===== src/rtl/trd_sched.sv =====
// trd_sched: thread lifecycle (valid/run state, parent->child masks, spawn allocation, overflow flag)
// and round-robin fetch scheduler. Optional macro TRD_QUANTUM_EN holds a thread for QUANTUM fetch cycles.
module trd_sched #(
    parameter int NUM_TRD = 8,
    parameter int TRD_W   = 3,
    parameter int QUANTUM = 4
) (
    input  logic                       clk,
    input  logic                       rst_n,
    input  logic                       start,
    input  logic                       spawn_req,
    input  logic [TRD_W-1:0]           spawn_parent,
    output logic                       spawn_ack,
    output logic                       spawn_nack,
    output logic [TRD_W-1:0]           spawn_child,
    input  logic                       end_req,
    input  logic [TRD_W-1:0]           end_trd,
    input  logic                       exc_vld,
    input  logic [TRD_W-1:0]           exc_trd,
    input  logic                       resume_vld,
    input  logic [TRD_W-1:0]           resume_trd,
    input  logic                       clr_of,
    input  logic                       fetch_stall,
    output logic                       fetch_vld,
    output logic [TRD_W-1:0]           insfetch_trd,
    output logic [NUM_TRD-1:0]         valid_trd,
    output logic [NUM_TRD-1:0]         run_trd,
    output logic                       running,
    output logic                       trd_full,
    output logic                       trd_of,
    output logic [NUM_TRD*NUM_TRD-1:0] child_mask
);

    logic [NUM_TRD-1:0]              valid_q, valid_d, run_q, run_d;
    logic [NUM_TRD-1:0][NUM_TRD-1:0] child_q, child_d;
    logic                            trd_of_q, trd_of_d;
    logic                            spawn_ack_q, spawn_ack_d, spawn_nack_q, spawn_nack_d;
    logic [TRD_W-1:0]                spawn_child_q, spawn_child_d;
    logic                            fetch_vld_q, fetch_vld_d;
    logic [TRD_W-1:0]                ins_q, ins_d;
    logic [NUM_TRD-1:0]              kill_mask, eligible;
    logic [TRD_W-1:0]                free_idx, rr_idx;
    logic                            free_found, spawn_ok;

`ifdef TRD_QUANTUM_EN
    localparam int CNT_W = (QUANTUM > 1) ? $clog2(QUANTUM) : 1;
    logic [CNT_W-1:0] cnt_q, cnt_d;
`else
    logic unused_quantum;
    assign unused_quantum = ^QUANTUM;
`endif

    // Threads ended or halted this cycle must not be picked for fetch.
    always_comb begin
        kill_mask = '0;
        if (end_req) kill_mask[end_trd] = 1'b1;
        if (exc_vld) kill_mask[exc_trd] = 1'b1;
        eligible = run_q & ~kill_mask;
    end

    // Lowest free slot from pre-edge state; descending scan lets the lowest index win.
    always_comb begin
        free_found = 1'b0;
        free_idx   = '0;
        for (int i = NUM_TRD - 1; i >= 0; i--) begin
            if (!valid_q[i]) begin
                free_found = 1'b1;
                free_idx   = TRD_W'(i);
            end
        end
    end

    always_comb begin
        valid_d       = valid_q;
        run_d         = run_q;
        child_d       = child_q;
        spawn_ack_d   = 1'b0;
        spawn_nack_d  = 1'b0;
        spawn_child_d = '0;
        trd_of_d      = trd_of_q & ~clr_of;
        spawn_ok      = spawn_req && valid_q[spawn_parent] && !(end_req && (end_trd == spawn_parent));

        // Applied lowest priority first so end > exc > resume on the same thread.
        if (resume_vld && valid_q[resume_trd]) run_d[resume_trd] = 1'b1;
        if (exc_vld) run_d[exc_trd] = 1'b0;
        if (end_req) begin
            valid_d[end_trd] = 1'b0;
            run_d[end_trd]   = 1'b0;
            child_d[end_trd] = '0;
            for (int p = 0; p < NUM_TRD; p++) child_d[p][end_trd] = 1'b0;
        end

        if (start && (valid_q == '0)) begin
            valid_d[0] = 1'b1;
            run_d[0]   = 1'b1;
        end

        if (spawn_ok) begin
            if (free_found) begin
                valid_d[free_idx]               = 1'b1;
                run_d[free_idx]                 = 1'b1;
                child_d[spawn_parent][free_idx] = 1'b1;
                spawn_ack_d                     = 1'b1;
                spawn_child_d                   = free_idx;
            end else begin
                spawn_nack_d = 1'b1;
                trd_of_d     = 1'b1;
            end
        end
    end

    // First eligible id strictly after the current one, circular; k == NUM_TRD revisits the current id.
    always_comb begin
        rr_idx = ins_q;
        for (int k = NUM_TRD; k >= 1; k--) begin
            if (eligible[TRD_W'((int'(ins_q) + k) % NUM_TRD)]) rr_idx = TRD_W'((int'(ins_q) + k) % NUM_TRD);
        end
    end

    always_comb begin
        ins_d       = ins_q;
        fetch_vld_d = fetch_vld_q & eligible[ins_q];
`ifdef TRD_QUANTUM_EN
        cnt_d = cnt_q;
`endif
        if (!fetch_stall) begin
            fetch_vld_d = |eligible;
`ifdef TRD_QUANTUM_EN
            if (fetch_vld_q && eligible[ins_q] && (int'(cnt_q) < QUANTUM - 1)) begin
                cnt_d = cnt_q + 1'b1;
            end else begin
                cnt_d = '0;
                ins_d = rr_idx;
            end
`else
            ins_d = rr_idx;
`endif
        end
    end

    // NOTE: state uses non-blocking assignments so every flop samples the pre-edge values computed above.
    always_ff @(posedge clk or negedge rst_n) begin
        if (!rst_n) begin
            valid_q       <= '0;
            run_q         <= '0;
            child_q       <= '0;
            trd_of_q      <= 1'b0;
            spawn_ack_q   <= 1'b0;
            spawn_nack_q  <= 1'b0;
            spawn_child_q <= '0;
            fetch_vld_q   <= 1'b0;
            ins_q         <= '0;
`ifdef TRD_QUANTUM_EN
            cnt_q         <= '0;
`endif
        end else begin
            valid_q       <= valid_d;
            run_q         <= run_d;
            child_q       <= child_d;
            trd_of_q      <= trd_of_d;
            spawn_ack_q   <= spawn_ack_d;
            spawn_nack_q  <= spawn_nack_d;
            spawn_child_q <= spawn_child_d;
            fetch_vld_q   <= fetch_vld_d;
            ins_q         <= ins_d;
`ifdef TRD_QUANTUM_EN
            cnt_q         <= cnt_d;
`endif
        end
    end

    assign spawn_ack    = spawn_ack_q;
    assign spawn_nack   = spawn_nack_q;
    assign spawn_child  = spawn_child_q;
    assign fetch_vld    = fetch_vld_q;
    assign insfetch_trd = ins_q;
    assign valid_trd    = valid_q;
    assign run_trd      = run_q;
    assign running      = |run_q;
    assign trd_full     = &valid_q;
    assign trd_of       = trd_of_q;
    assign child_mask   = child_q;

endmodule

===== config.mk =====
export PLATFORM = sky130hd
export DESIGN_NAME = trd_sched
export DESIGN_NICKNAME = d
export VERILOG_FILES = /design/src/rtl/trd_sched.sv
export SDC_FILE = /design/constraint.sdc
export NUM_CORES = 1
export LEC_CHECK = 0
export ABC_CLOCK_PERIOD_IN_PS = 3700
export CORE_ASPECT_RATIO = 2
export CORE_UTILIZATION = 30
export DETAILED_ROUTE_END_ITERATION = 8
export RECOVER_POWER = 100
export SETUP_SLACK_MARGIN = 0.3
export SYNTH_ARGS = -nofsm -noshare
export SYNTH_HDL_FRONTEND = slang
export SYNTH_SLANG_ARGS = --single-unit
export TNS_END_PERCENT = 100

===== constraint.sdc =====
create_clock -name clk -period 3.7 [get_ports clk]
set_input_delay 0.74 -clock clk [delete_from_list [all_inputs] [get_ports clk]]
set_output_delay 0.74 -clock clk [all_outputs]
set_load 0.005 [all_outputs]

==> summary.txt, run 1 <==
Critical path
  • Worst path max stage delay: 0.69 ns
  • Critical Path Source Type: input pin
  • Worst EP arrival: 3.74 ns
  • CP required: 3.96 ns
  • Setup slack, reg-to-reg: 0.56 ns
  • Crit end category: register
  • Critical-path top delay cell: or4b_2
  • Critical setup path kind: input pin to register
  • Critical Path Fanout Max: 5
  • Buf/Inv on CP: 2
  • CP cell instances: dlygate4sd3_1, or4b_2, clkbuf_4, nand2_1, o22ai_1, mux4_2, a2111o_1, a311o_1, o211ai_1
  • Worst path top cell family by delay: compound AO/OA/AOI/OAI gates

Clock network
  • H-tree depth: 3
  • Clock-pin slew on the worst setup and hold paths: 0.07 ns
  • Total clock sinks: 90
  • Post-CTS Setup Inserts: 0
  • Clock Path Buffers: 2
  • Clock latency at the later pin of the worst-skew pair: 0.35 ns
  • CTS Hold Buffers Added: 0
  • CTS tree: yes
  • Root buffer cell: clkbuf_16
  • CTS Buf Count: 9

Floorplanning
  • Die width: 93.1 um
  • Initial core utilization: 30.6%
  • Io pins: 113
  • Std cell rows: 66
  • Die height: 184 um
  • Core Area: 16,300 um2
  • Die ar.: 17,100 um2

Timing
  • Hold slack: 0.475 ns
  • Final setup fails: 0
  • RSZ-0062 raised after global routing: yes
  • Final worst-path cycle share: 94.0%
  • Hold Vio Cnt, Final: 0
  • Fin. max-slew vios: 28
  • Setup Skew: 0.00989 ns
  • Max Fclk: 287 MHz
  • Worst-Margin Slew: 1.52 ns
  • Final min period: 3.48 ns
  • Slew margin rel.: -1.15%

Pwr
  • Tot Pwr: 4.51 mW
  • Clock power frac: 20.5%
  • Power Density: 637 nW/um2
  • Leak pwr: 3.34 nW
  • Sequential power share: 27.5%
  • Switching fraction of total power: 40.7%
  • Net Sw Power: 1.83 mW
  • Int Pwr: 2.67 mW
  • Max IR drop VDD: 0.281 mV
  • Comb pwr share: 52.0%

Synthesis
  • Synthesized flop and latch total: 90
  • Sequential area share after synthesis: 45.2%
  • Post-synth ARST share: 100%
  • EDFF count, synth: 0
  • Netlist cell types: 63
  • YS warnings: 0
  • Cells after Synth: 501
  • Ys flop type: dfrtp_1
  • Post-synthesis instance area: 4980 um2
  • Syn nets: 524
  • Syn Area/Cell: 9.93 um2

Global routing
  • Tot GR Track Use: 25.7%
  • Grt total ovfl: 0
  • First-pass GRT wire length: 31,800 um
  • Largest net degree at the start of global routing: 34
  • Initial antenna violation count: 0
  • Number of global-route vias before repair: 5,225

Detailed routing
  • Vias post-DR: 4,931
  • Routed WL: 21,200 um
  • Initial drt markers: 274
  • DR DRC count: 0
  • Wire per inst: 24.0 um
  • Initial DRT Pass Iterations: 4
  • Post-route ant nets: 0
  • Vias/cell: 5.59

Cells and area
  • P&R area growth vs syn: 42.3%
  • Post-route cell area: 7080 um2
  • Fin nets: 696
  • Antenna cells: 0
  • Layout cells sized above 1: 16.4%

Place
  • Post-detail-place hpwl: 16,800 um
  • Gp weighted congestion: 0.911
  • Placement Cell Area: 6810 um2
  • Port Buf Inserts: 112

Run
  • Maxcap violations: 1

Status
  • Status: finished, violations left
  • Failing checks: capacitance limit, slew limit

Worst hold path
  • Hold WC Path Type: register to register
flip-flops by register name, indices dropped and copies added, names as in the netlist:
signal / flops
spawn_ack: 1
spawn_nack: 1
spawn_child: 3
fetch_vld: 1
run_trd: 8
trd_of: 1
insfetch_trd: 3
valid_trd: 8
child_mask: 64
cells by family (layout without fill, tap and decap cells):
kind of cell             count (synthesis)  count (layout)  share of synthesized area [%]
AND/OR/NAND/NOR                        200             200                           21.1
adder cells (fa/ha/maj)                  2               2                          0.503
multiplexers                            41              41                           12.0
AO/OA/AOI/OAI                          126             126                           17.3
XOR/XNOR                                 6               6                           1.06
flip-flops                              90              90                           45.2
buffers and inverters                   36             213                           2.82
layer usage:
layer | routed length (um) | vias to the layer above | global-route usage [%]
met5 | 0 | - | 0
met4 | 1360 | 0 | 15.9
met3 | 896 | 58 | 2.97
met2 | 11800 | 184 | 49.4
met1 | 7100 | 2470 | 25.5
li1 | - | 2219 | -
metrics by stage:
step / setup slack (ns) / TNS (ns) / std cells / util [%]
detailed placement: -0.179 / -0.421 / 866 / 41.9
finish: 0.221 / 0 / 882 / 43.5
CTS: 0.305 / 0 / 882 / 43.7
global placement: -0.140 / -0.301 / 866 / 41.9
floorplan: 0.432 / 0 / 501 / -
global route: 0.156 / 0 / 882 / 43.5
cell type report:
class | instances | area, um2
Timing Repair Buffer | 187 | 1620
Sequential cell | 90 | 2250
Clock inverter | 7 | 70.1
Clock buffer | 9 | 225
Inverter | 10 | 37.5
Fill cell | 1632 | 9190
Multi-Input combinational cell | 375 | 2620
Tap cell | 204 | 255
final timing paths:
kind | depth (start not counted) | startpoint | to
worst max-delay path | 9 | exc_trd[2] | insfetch_trd[2]
worst max register to register | 9 | insfetch_trd[1] | insfetch_trd[2]
worst min-delay path | 1 | trd_of | trd_of
min in group asynchronous | 1 | rst_n | fetch_vld
worst min register to register | 1 | trd_of | trd_of
max in group asynchronous | 2 | rst_n | child_mask[31]
cells in the mapped netlist (all sizes together) (4+ instances only):
cell / count / share of area, %
nand2b: 5 / 0.63
nor4: 4 / 0.50
nor2b: 8 / 1.0
nand3: 15 / 1.5
dfrtp: 90 / 45
and3: 6 / 0.75
buf: 7 / 0.63
nand4b: 6 / 1.1
a21oi: 13 / 1.3
nor3b: 6 / 0.90
and2: 13 / 1.6
inv: 9 / 0.68
nand2: 62 / 4.7
nor2: 36 / 2.7
nand4: 11 / 1.4
o211ai: 4 / 0.60
mux2i: 19 / 3.8
clkbuf: 19 / 1.4
xnor2: 4 / 0.70
a31oi: 5 / 0.63
a22o: 27 / 4.8
mux4: 14 / 6.3
or2: 4 / 0.50
mux2: 8 / 1.8
nor3: 8 / 0.80
o21ai: 44 / 4.4
what timing repair did:
item	CTS	global route
setup endpoints to repair	3	16
gates cloned	0	0
gates resized for setup	6	7
pin swaps	0	1
power by group through the flow:
stage               clock network (mW)  registers (mW)  logic, mW
detailed placement                   0            1.26       2.36
floorplan                            0            1.20       1.32
global placement                     0            1.26       2.37
finish                           0.926            1.24       2.34
CTS                              0.941            1.24       2.37
global route                     0.985            1.25       2.50
layout by cell type, fill, tap and decap left out, types with 7 or more instances in the layout:
cell             instances
mux2i_1                 19
o21ai_0                 44
clkbuf_16                9
nor2b_1                  8
nand2_1                 62
clkdlybuf4s50_1         16
and2_1                  12
nand3_1                 12
mux2_2                   7
nor3_1                   7
dlygate4sd3_1           89
a21oi_1                 13
dfrtp_1                 90
nor2_1                  36
clkbuf_1                15
buf_4                   52
inv_1                    9
a22o_1                  27
mux4_2                  14
nand4_1                 11
worst register-to-register path, cell delays in order, from the launching register on:
cell and delay [ns]:
dfrtp_1 0.36, clkbuf_1 0.60, ha_1 0.40, xor2_1 0.17
buf_4 0.18, mux4_2 0.55, nor3b_2 0.21, a41o_1 0.31
a311o_1 0.14, o211ai_1 0.08
No activity file was read; power rests on OpenSTA's default activity.
==> run 2, diff against run 1 <==
--- a/config.mk
+++ b/config.mk
@@ -7,8 +7,9 @@
 export LEC_CHECK = 0
 export ABC_CLOCK_PERIOD_IN_PS = 3700
 export CORE_ASPECT_RATIO = 2
-export CORE_UTILIZATION = 30
+export CORE_UTILIZATION = 50
 export DETAILED_ROUTE_END_ITERATION = 8
+export PLACE_DENSITY = 0.8
 export RECOVER_POWER = 100
 export SETUP_SLACK_MARGIN = 0.3
 export SYNTH_ARGS = -nofsm -noshare
==> run 2 against run 1 <==
  * The flow still finishes with violations (capacitance limit, slew limit)
  * First-iteration DRC count rose by 25%
  * Sequential share of layout area increased by 0.67 points
  * Total power is 0.51% lower
==> summary.txt, run 2 (synthesized netlist as in run 1, its figures left out) <==
Place
  • Post-detail-place hpwl: 14,900 um (-12%)
  • Gp weighted congestion: 0.970 (+6.4%)
  • Port Buf Inserts: 112 (unchanged)

Pwr
  • Leak pwr: 3.27 nW (-2.1%)
  • Power Density: 647 nW/um2 (+1.6%)
  • Max IR drop VDD: 0.468 mV (+66%)

Worst hold path
  • Hold WC Path Type: register to register
  • Hold depth: 1 (unchanged)
  • Hold wc startpoint: child_mask[45]
  • Hold EP: child_mask[45]

Global routing
  • Largest net degree at the start of global routing: 51 (+50%)
  • Initial antenna violation count: 0 (unchanged)
  • Tot GR Track Use: 39.6% (+14 points)
  • Number of global-route vias before repair: 5,224 (-0.019%)
  • Grt total ovfl: 0 (unchanged)
  • First-pass GRT wire length: 29,700 um (-6.6%)

Detailed routing
  • Wire per inst: 24.3 um (+1.1%)
  • DR DRC count: 0 (unchanged)
  • Vias post-DR: 5,063 (+2.7%)
  • Initial drt markers: 343 (+25%)
  • Vias/cell: 6.35 (+14%)
  • Routed WL: 19,400 um (-8.7%)
  • Initial DRT Pass Iterations: 5 (+1)
  • Post-route ant nets: 0 (unchanged)

Timing
  • Setup Skew: 0.00936 ns (-0.000533 ns)
  • RSZ-0062 raised after global routing: no
  • Final worst-path cycle share: 91.5% (-2.5 points)
  • Hold Vio Cnt, Final: 0 (unchanged)
  • Setup_tns: 0 ns (unchanged)
  • Fin. max-slew vios: 51 (+82%)
  • Worst-Margin Slew: 2.68 ns (+1.17 ns)
  • Final min period: 3.39 ns (-0.0938 ns)
  • Max Fclk: 295 MHz (+2.8%)
  • Final setup fails: 0 (unchanged)
  • Slew margin rel.: -79.0% (-78 points)

Clock network
  • CTS Hold Buffers Added: 0 (unchanged)
  • Root buffer cell: clkbuf_16
  • Clock latency at the later pin of the worst-skew pair: 0.35 ns (about the same)
  • Post-CTS Setup Inserts: 0 (unchanged)
  • CTS Buf Count: 9 (unchanged)
  • Clock-pin slew on the worst setup and hold paths: 0.06 ns (about the same)
  • Total clock sinks: 90 (unchanged)
  • H-tree depth: 3 (unchanged)
  • CTS tree: yes
  • Clock Path Buffers: 2 (unchanged)

Critical path
  • Worst EP arrival: 3.66 ns (-0.08 ns)
  • Most Frequent Cell on Critical Path: buf_4
  • Worst path top cell family by delay: simple AND/OR/NAND/NOR gates
  • Setup slack, reg-to-reg: 0.57 ns (about the same)
  • CP cell instances: dlygate4sd3_1, buf_4, mux4_2, nand2_1, o221ai_1, nand3_1, or2_2, nor3b_1, buf_4, a22o_1
  • Critical Path Source Type: input pin
  • Worst path max stage delay: 0.59 ns (-0.10 ns)
  • Worst R2R Path Depth: 9 (unchanged)
  • Buf/Inv on CP: 3 (+1)
  • CP required: 3.98 ns (+0.02 ns)
  • Critical Path Fanout Max: 11 (+6)
  • Crit end category: register
  • FF-to-FF Start: insfetch_trd[1]
  • Critical setup path kind: input pin to register
  • Reg2reg end: insfetch_trd[1]
  • Critical-path top delay cell: dlygate4sd3_1

Status
  • Failing checks: capacitance limit, slew limit
  • Status: finished, violations left

Cells and area
  • Fin nets: 684 (-1.7%)
  • Util after Layout: 71.5% (+28 points)
  • Commonest non-fill, non-tap cells in the layout: 90 x dfrtp_1, 90 x dlygate4sd3_1, 62 x nand2_1, 48 x buf_4, 44 x o21ai_0
  • P&R area growth vs syn: 39.3%
  • Max reg flops: 64 (unchanged)
  • Antenna cells: 0 (unchanged)
  • Layout cells sized above 1: 15.0% (-1.3 points)

Floorplanning
  • Die ar.: 10,400 um2 (-39%)
  • Std cell rows: 51 (-23%)
  • Initial core utilization: 51.3% (+21 points)
  • Io pins: 113 (unchanged)
  • Die height: 143 um (-22%)
  • Core Area: 9700 um2 (-40%)
  • Die width: 72.6 um (-22%)

Run
  • Maxcap violations: 1 (unchanged)
-- run 2: through the flow --
stage | setup slack [ns] | instances | hold WS [ns] | cell area [um2] | total power [mW]
5_1_grt | 0.181 | 797 | 0.509 | 6930 | 4.69
3_3_place_gp | -0.0760 | 782 | 0.461 | 6630 | 3.47
4_1_cts | 0.317 | 797 | 0.442 | 6970 | 4.49
3_5_place_dp | -0.132 | 782 | 0.474 | 6630 | 3.48
2_1_floorplan | 0.432 | 501 | 0.444 | 4980 | 2.52
6_report | 0.314 | 797 | 0.482 | 6930 | 4.48
-- run 2: routing by layer --
metal  vias to the layer above  track usage [%]  wire, um
met5                         -                0         0
met4                         0             26.8      1290
met3                        81             6.49       893
met2                       270             73.4     10900
met1                      2512             38.8      6300
li1                       2200                -         -
-- run 2: final cells by class --
class,instances,area (um2)
Multi-Input combinational cell,375,2630
Fill cell,759,2770
Clock inverter,6,95.1
Sequential cell,90,2250
Timing Repair Buffer,175,1530
Clock buffer,9,225
Inverter,10,37.5
Tap cell,132,165
-- run 2: worst max-delay path by stage --
stage                               start  cells past startpoint  slack (ns)         endpoint
after floorplan           insfetch_trd[0]                     11        0.43  insfetch_trd[1]
after global placement         end_trd[1]                     10       -0.08  insfetch_trd[1]
after detailed placement       end_trd[1]                     10       -0.13  insfetch_trd[2]
after CTS                      exc_trd[1]                     11        0.32  insfetch_trd[1]
after global routing           end_trd[0]                     12        0.18  insfetch_trd[2]
final                     spawn_parent[1]                     10        0.31   child_mask[35]
-- run 2: timing repair --
item                       CTS  global route
resized for setup            3             8
setup endpoints to repair    3             3
gates cloned                 0             0
-- run 2: report_power, final --
group          total, mW  internal [mW]  switching, mW
registers           1.25           1.09          0.160
logic               2.23           1.07           1.16
clock network       1.00          0.598          0.405
total               4.48           2.76           1.72
